[config.mk]
export PLATFORM = sky130hd
export DESIGN_NAME = fft_bitrev_buffer
export DESIGN_NICKNAME = d
export VERILOG_FILES = /design/src/rtl/fft_bitrev_buffer.sv
export SDC_FILE = /design/constraint.sdc
export NUM_CORES = 1
export LEC_CHECK = 0
export CORE_MARGIN = 8
export CORE_UTILIZATION = 47
export DETAILED_ROUTE_END_ITERATION = 10
export HOLD_SLACK_MARGIN = 0.06
export PLACE_DENSITY = 0.65
export REMOVE_ABC_BUFFERS = 1
export SYNTH_ARGS = -nofsm -noshare
export SYNTH_HDL_FRONTEND = slang
export SYNTH_SLANG_ARGS = --single-unit
[constraint.sdc]
create_clock -name clk -period 4.2 [get_ports clk]
set_clock_uncertainty 0.1 [all_clocks]
set_input_delay 0.84 -clock clk [delete_from_list [all_inputs] [get_ports clk]]
set_output_delay 0.84 -clock clk [all_outputs]
set_load 0.02 [all_outputs]
[src/rtl/fft_bitrev_buffer.sv]
// rtl/fft_bitrev_buffer.sv - ping-pong frame buffer with natural or bit-reversed read order
module fft_bitrev_buffer #(
    parameter int DATA_W = 16,
    parameter int LOG2N  = 4
) (
    input  logic              clk,
    input  logic              reset,
    input  logic              in_push,
    input  logic [DATA_W-1:0] in_real,
    input  logic [DATA_W-1:0] in_imag,
    output logic              in_stall,
    input  logic              bitrev_en,
    output logic              out_push,
    output logic [DATA_W-1:0] out_real,
    output logic [DATA_W-1:0] out_imag,
    output logic              out_first,
    output logic              out_last,
    input  logic              out_stall
);

    localparam int N = 1 << LOG2N;
    localparam int W = 2 * DATA_W;
    localparam logic [LOG2N-1:0] CNT_ONE = {{(LOG2N-1){1'b0}}, 1'b1};

    // Sample storage: [bank][address], real in the upper half, imag in the lower half.
    logic [W-1:0]     mem_q [2][N];

    logic [1:0]       full_q, full_d;
    logic             wr_bank_q, wr_bank_d;
    logic             rd_bank_q, rd_bank_d;
    logic [LOG2N-1:0] wr_cnt_q, wr_cnt_d;
    logic [LOG2N-1:0] rd_cnt_q, rd_cnt_d;
    logic             mode_q, mode_d;
    logic             out_push_q, out_push_d;
    logic             out_first_q, out_first_d;
    logic             out_last_q, out_last_d;
    logic [W-1:0]     out_data_q, out_data_d;

    logic             wr_fire;
    logic             wr_last;
    logic             out_fire;
    logic             load;
    logic             rd_first;
    logic             rd_last;
    logic             mode_eff;
    logic [LOG2N-1:0] rd_rev;
    logic [LOG2N-1:0] rd_addr;
    logic [W-1:0]     rd_word;

    // Handshake qualifiers; stall comes only from the registered full flag.
    always_comb begin
        in_stall = full_q[wr_bank_q];
        wr_fire  = in_push & ~full_q[wr_bank_q];
        wr_last  = &wr_cnt_q;
        out_fire = out_push_q & ~out_stall;
        load     = full_q[rd_bank_q] & (~out_push_q | out_fire);
        rd_first = (rd_cnt_q == '0);
        rd_last  = &rd_cnt_q;
    end

    // Read address: the mode for sample 0 is taken live because it is latched on that same load.
    always_comb begin
        rd_rev = '0;
        for (int i = 0; i < LOG2N; i++) begin
            rd_rev[i] = rd_cnt_q[LOG2N-1-i];
        end
        mode_eff = rd_first ? bitrev_en : mode_q;
        rd_addr  = mode_eff ? rd_rev : rd_cnt_q;
        rd_word  = mem_q[rd_bank_q][rd_addr];
    end

    // Next-state for write side, read side and output register.
    always_comb begin
        full_d      = full_q;
        wr_bank_d   = wr_bank_q;
        wr_cnt_d    = wr_cnt_q;
        rd_bank_d   = rd_bank_q;
        rd_cnt_d    = rd_cnt_q;
        mode_d      = mode_q;
        out_push_d  = out_push_q;
        out_first_d = out_first_q;
        out_last_d  = out_last_q;
        out_data_d  = out_data_q;

        if (wr_fire) begin
            if (wr_last) begin
                full_d[wr_bank_q] = 1'b1;
                wr_bank_d         = ~wr_bank_q;
                wr_cnt_d          = '0;
            end else begin
                wr_cnt_d = wr_cnt_q + CNT_ONE;
            end
        end

        if (out_fire) begin
            out_push_d = 1'b0;
        end

        // A load overrides the drain above so a transfer and refill share one edge.
        if (load) begin
            out_push_d  = 1'b1;
            out_data_d  = rd_word;
            out_first_d = rd_first;
            out_last_d  = rd_last;
            if (rd_first) begin
                mode_d = bitrev_en;
            end
            if (rd_last) begin
                full_d[rd_bank_q] = 1'b0;
                rd_bank_d         = ~rd_bank_q;
                rd_cnt_d          = '0;
            end else begin
                rd_cnt_d = rd_cnt_q + CNT_ONE;
            end
        end
    end

    // Control and output state registers.
    always_ff @(posedge clk or negedge reset) begin
        if (!reset) begin
            full_q      <= 2'b00;
            wr_bank_q   <= 1'b0;
            rd_bank_q   <= 1'b0;
            wr_cnt_q    <= '0;
            rd_cnt_q    <= '0;
            mode_q      <= 1'b0;
            out_push_q  <= 1'b0;
            out_first_q <= 1'b0;
            out_last_q  <= 1'b0;
            out_data_q  <= '0;
        end else begin
            full_q      <= full_d;
            wr_bank_q   <= wr_bank_d;
            rd_bank_q   <= rd_bank_d;
            wr_cnt_q    <= wr_cnt_d;
            rd_cnt_q    <= rd_cnt_d;
            mode_q      <= mode_d;
            out_push_q  <= out_push_d;
            out_first_q <= out_first_d;
            out_last_q  <= out_last_d;
            out_data_q  <= out_data_d;
        end
    end

    // Sample memory write; contents deliberately survive reset.
    always_ff @(posedge clk) begin
        if (wr_fire) begin
            mem_q[wr_bank_q][wr_cnt_q] <= {in_real, in_imag};
        end
    end

    assign out_push  = out_push_q;
    assign out_first = out_first_q;
    assign out_last  = out_last_q;
    assign out_real  = out_data_q[W-1:DATA_W];
    assign out_imag  = out_data_q[DATA_W-1:0];

endmodule
-- Word-level counts from Yosys, hierarchy flattened
Memories as Yosys holds them, arrays and structs flattened.
Index checks and enable logic that the tools add are counted.
- output and inout port bits: 36
- input bits: 37
- memories kept: 1
- logic and storage cells: 68
- register bits after elaboration: 48
- bits in writable memories: 1024
- add/sub/neg operators: 2
- order comparisons: 7
- bitwise gates (word level): 14
- reductions and logical operators: 9
- muxes and demuxes: 25
- memory list (name ; depth ; width ; read ports ; clocked after memory_dff ; write ports ; RTL line ; RTL):
    mem_q ; 2 ; 512 ; 1 ; 0 ; 1 ; 26 ; logic [W-1:0] mem_q [2][N];
- operators by type and width (kind ; count):
    $mux 512 ; 1
    $bmux 32 s4 ; 1
    $demux 32 s4 ; 1
    $mux 32 ; 3
    $mux 4 ; 3
    $ge 5x5->1 const B ; 2
    $mux 1 ; 10
    $not 4->5 ; 2
    $reduce_and 5->1 ; 2
    $add 4x1->4 const B ; 2
    $mux 2 ; 4
    $reduce_and 4->1 ; 2
    $lt 5x1->1 const B ; 1
    $not 1->1 ; 5
    $logic_not 4->1 ; 1
    $lt 1x2->1 const B ; 2
    $and 1x1->1 ; 3
    $logic_and 1x1->1 ; 3
    $and 2x2->2 ; 1
    $demux 1 s1 ; 2
    $ge 1x1->1 const B ; 2
    $not 2->2 ; 1
    $or 2x2->2 ; 1
    $reduce_bool 2->1 ; 1
    $or 1x1->1 ; 1

-- Logic depth before layout (Yosys ltp)
- depth in word-level cells: 10
- depth in mapped cells: 12
- gate-level depth less buffers: 9

-- Least setup slack after synthesis
Ideal clock, no wire load.
- path kind: in2reg
- start: in in_push
- end: reg full_q[0]
- data required time: 4.026 ns
- cell stages on the path: 5
- arrival time: 4.179 ns
- setup slack: -0.152 ns
- setup time: 0.074 ns
- buffers on the path: 1
- path through: and2_1 -> clkbuf_1 -> nand2_1 -> nor3_1 -> o32a_1
- longest elaborated chain between the ends: 5
- RTL lines (item ; RTL line ; RTL):
    start: declaration ; 8 ; input logic in_push,
    $and 1x1->1 (*) ; 53 ; wr_fire = in_push & ~full_q[wr_bank_q];
    $mux 2 (*) ; 85 ; if (wr_fire) begin
    $and 2x2->2 (no source line) ; n/a ;
    $mux 2 ; 108 ; if (rd_last) begin
    $mux 2 (*) ; 100 ; if (load) begin
    net full_d[0] ; 28 ; logic [1:0] full_q, full_d;
    end signal: assignment ; 132 ; full_q <= full_d;
    end: declaration ; 28 ;
The timed path passes the listed nets; every way through them passes the cells marked *.
A chain may end at the register's enable or synchronous reset.

-- Worst setup path in the final report
- start: reg wr_bank_q
- end: mem mem_q[0][76] in the netlist's numbering (enable)
- longest elaborated chain between the ends: 6
- RTL lines (item ; RTL line ; RTL):
    start: declaration ; 29 ; logic wr_bank_q, wr_bank_d;
    start signal: assignment ; 133 ; wr_bank_q <= wr_bank_d;
    $mux 1 (implied by the code) (2 in series) ; 53 ;
    $not 1->1 ; 53 ;
    $and 1x1->1 ; 53 ;
    $mux 1 ; 147 ; if (wr_fire) begin
    $mux 512 (implied by the code) ; 148 ; mem_q[wr_bank_q][wr_cnt_q] <= {in_real, in_imag};
    end: declaration ; 26 ;
Parallel ways exist; a longest one is shown, timed or not. The select of a mux whose other input is x is not followed.

==> impl_table.tex <==
\begin{tabular}{lr}
\hline
Metric & Value \\
\hline
\multicolumn{2}{l}{\textbf{Route}} \\
Post-DR vias/cell & 6.17 \\
Average wire per cell in the routed design & 29.8 µm \\
Detailed-routing iteration count for the pre-antenna-repair pass & 6 \\
Total Wirelength & 108000 µm \\
DRC viols & 0 \\
Drt initial violations & 2598 \\
Routed Antenna Nets & 0 \\
Total via count after detailed routing & around 22000 \\
\multicolumn{2}{l}{\textbf{Yosys}} \\
Post-Syn Instances & around 2200 \\
Mean instance size in the synthesized netlist & 18.7 µm² \\
Main flop type after synthesis & edfxtp\_1 \\
Synth top area share & 0.747 \\
Yosys Warn Count & 0 \\
Number of distinct library cell variants in the gate-level netlist after synthesis & 60 \\
Sequential element share of the synthesized area & 0.776 \\
Biggest area consumer among synthesized cells & edfxtp\_1 \\
EDFF count, synth & around 1000 \\
Area contributors post-synth & edfxtp\_1 (75\%), mux4\_2 (9.1\%), dfrtp\_1 (2.9\%), nand2\_1 (1.7\%), mux2i\_1 (1.6\%) \\
FFs w/ async S/R, synth & 0.0448 \\
Register bit count reported by yosys & 1072 \\
Netlist area before placement & 41200 µm² \\
\multicolumn{2}{l}{\textbf{Clock tree}} \\
Total number of H-tree levels & 3 \\
TritonCTS clock tree & yes \\
Clock Path Buffers & 3 \\
Resized cells post-CTS & 0 \\
CTS clock-pin slew for the worst setup and hold paths & about 0.070 ns \\
Count of buffers added by post-CTS timing repair for setup & 0 \\
Number of clock buffers inserted by TritonCTS & 103 \\
Cell chosen for the clock root & clkbuf\_16 \\
Clock Sink Count & 1072 \\
Clock latency reported for the late side of the worst-skew pair & 0.66 ns \\
Post-CTS Hold Buffers & 0 \\
\multicolumn{2}{l}{\textbf{Global routing}} \\
Maximum number of pins on one net before global-route repair & 85 \\
Wire length of the first global-routing pass & 156000 µm \\
Via count of the first global-routing pass & 22400 \\
GRT Overall Usage & 0.216 \\
Antenna violations before repair & 1 \\
Total overflow reported by the global router & 0 \\
\multicolumn{2}{l}{\textbf{Worst setup path}} \\
Crit Reg-Reg Startpoint & wr\_bank\_q \\
Crit. End Element & flip-flop \\
Peak fanout along the critical path & 20 \\
Register-to-Register Setup Slack & 0.79 ns \\
Kind of launch point of the worst setup path & flip-flop \\
Slowest cell on the critical path & dfrtp\_1 \\
Cell chain of the critical path & mux2i\_1 -> and2\_1 -> nand2\_1 -> nor3\_2 -> buf\_4 \\
Worst endpoint required time & approximately 4.4 ns \\
Longest individual stage delay on the worst path & just under 0.8 ns \\
WS Path Type & flip-flop to flip-flop \\
Critical Path AT & 3.60 ns \\
Depth of the worst register-to-register path & 5 \\
End of the worst register-to-register path & mem\_q[0][76] \\
\multicolumn{2}{l}{\textbf{STA}} \\
Unrepaired setup endpoints after global routing & false \\
Slew HR & 0.165 \\
Worst Tran Pin Value & 1.25 ns \\
Number of max-slew violations in the final report & 0 \\
Final setup vio count & 0 \\
Min Clock Period, post-route & around 3.4 ns \\
Crit share post-route & 0.812 \\
Fin. Hold Viols & 0 \\
Highest clock frequency the design can meet & $\sim$290 MHz \\
Worst hold slack after final layout & 0.247 ns \\
\multicolumn{2}{l}{\textbf{Die}} \\
Area enclosed by the die boundary & 97300 µm² \\
Die height & $\sim$310 µm \\
Placement Rows & 108 \\
Top Ports & 73 \\
Starting density of the core & 0.475 \\
Area of the core region & 86800 µm² \\
Die width & 312 µm \\
\multicolumn{2}{l}{\textbf{Layout}} \\
Final-stage net count & 2407 \\
Antenna diode count & 0 \\
Final Instance Area & 47700 µm² \\
Area grow syn2layout & 15.8\% \\
Layout cell share with drive strength beyond 1 & 0.206 \\
\multicolumn{2}{l}{\textbf{Place}} \\
Total placed instance area & $\sim$44000 µm² \\
Gp weighted congestion & 0.814 \\
Number of buffers added on ports & 72 \\
Placed wire-length estimate & 61300 µm \\
\multicolumn{2}{l}{\textbf{Power}} \\
Leakage power summed over all cells & roughly 16 nW \\
Largest vdd supply drop & 0.346 mV \\
Cell area power density & between 500 and 600 nW/µm² \\
\multicolumn{2}{l}{\textbf{Outcome}} \\
Status & finished clean \\
\multicolumn{2}{l}{\textbf{Worst hold path}} \\
Hold crit path type & input pin to asynchronous set/reset pin \\
\multicolumn{2}{l}{\textbf{Job}} \\
Max-cap violation count & 0 \\
\hline
\end{tabular}
-- cell usage in the layout (no fill, tap or decap), drive strengths merged, types with 48 or more instances in the layout --
cell	count
a21oi	73
nand2	184
edfxtp	1024
dfrtp	48
mux2i	65
buf	116
mux4	167
nand3	71
clkbuf	121
clkdlybuf4s50	71
nor2	114
-- report_power, final --
group | switching (mW) | total, mW | internal, mW
logic | 3.02 | 4.59 | 1.58
registers | 0.354 | 12.8 | 12.4
clock network | 4.01 | 9.63 | 5.62
-- critical path: cells and delay by family, from the launching register on --
family | cells | cell delay, ns
buffers and inverters | 1 | 0.48
DFF | 1 | 0.79
muxes | 1 | 0.29
and+or+nand+nor | 3 | 1.35
-- metrics by stage --
stage          setup slack [ns]  setup TNS [ns]  power [mW]  std cells   util
2_1_floorplan             -8.60         -350.12        15.4       2072      -
3_3_place_gp              0.443               0        17.5       3414  0.509
3_5_place_dp              0.430               0        17.6       3414  0.509
4_1_cts                   0.843               0        27.1       3608  0.550
5_1_grt                   0.620               0        27.8       3608  0.550
6_report                  0.791               0        27.0       3608  0.550
-- flip-flops by register name (all words and copies together) (netlist names) --
register / count
full_q: 2
mem_q: 1024
mode_q: 1
out_data_q: 32
out_first: 1
out_last: 1
out_push: 1
rd_bank_q: 1
rd_cnt_q: 4
wr_bank_q: 1
wr_cnt_q: 4
-- cells by family after synthesis --
group | count (synthesis) | share of synthesized area
flip-flops | 1072 | 0.776
buffers and inverters | 132 | 0.0150
adder cells (fa/ha/maj) | 6 | 0.00182
AO/OA/AOI/OAI | 268 | 0.0443
XOR/XNOR | 4 | 0.000851
AND/OR/NAND/NOR | 476 | 0.0527
multiplexers | 240 | 0.109
-- synth_stat cells, drive strengths merged, types with 21 or more instances --
library cell and count:
edfxtp 1024, nand2 184, mux4 167, nor2 114
buf 82, a21oi 73, nand3 71, mux2i 65
dfrtp 48, clkbuf 44, o21ai 33, a211oi 29
o22ai 23, nor3 22, nor2b 21, nor4 21
-- layout make-up --
cell class	count	area [µm²]
Tap cell	1155	1450
Clock buffer	121	2710
Multi-Input combinational cell	994	8860
Fill cell	6598	39100
Timing Repair Buffer	187	1860
Inverter	6	22.5
Sequential cell	1072	32000
Clock inverter	73	835
-- how the worst max path moves through the flow --
stage                    from  slack, ns  cells past startpoint              to
finish              wr_bank_q       0.79                      5    mem_q[0][76]
global route        wr_bank_q       0.62                      5    mem_q[0][86]
CTS                 wr_bank_q       0.84                      5    mem_q[0][92]
detailed placement  bitrev_en       0.43                      9  out_data_q[10]
global placement    bitrev_en       0.44                      9  out_data_q[10]
floorplan           rd_bank_q      -8.60                      7  out_data_q[18]
-- layer usage --
| metal | vias to the layer above | routed length [µm] | GRT usage |
|---|---|---|---|
| met5 | - | 12 | 0 |
| met2 | 1116 | 52200 | 0.354 |
| met1 | 11800 | 43200 | 0.304 |
| met4 | 2 | 3160 | 0.0638 |
| li1 | 9187 | - | - |
| met3 | 187 | 8940 | 0.0308 |
(Power assumes the default switching activity.)
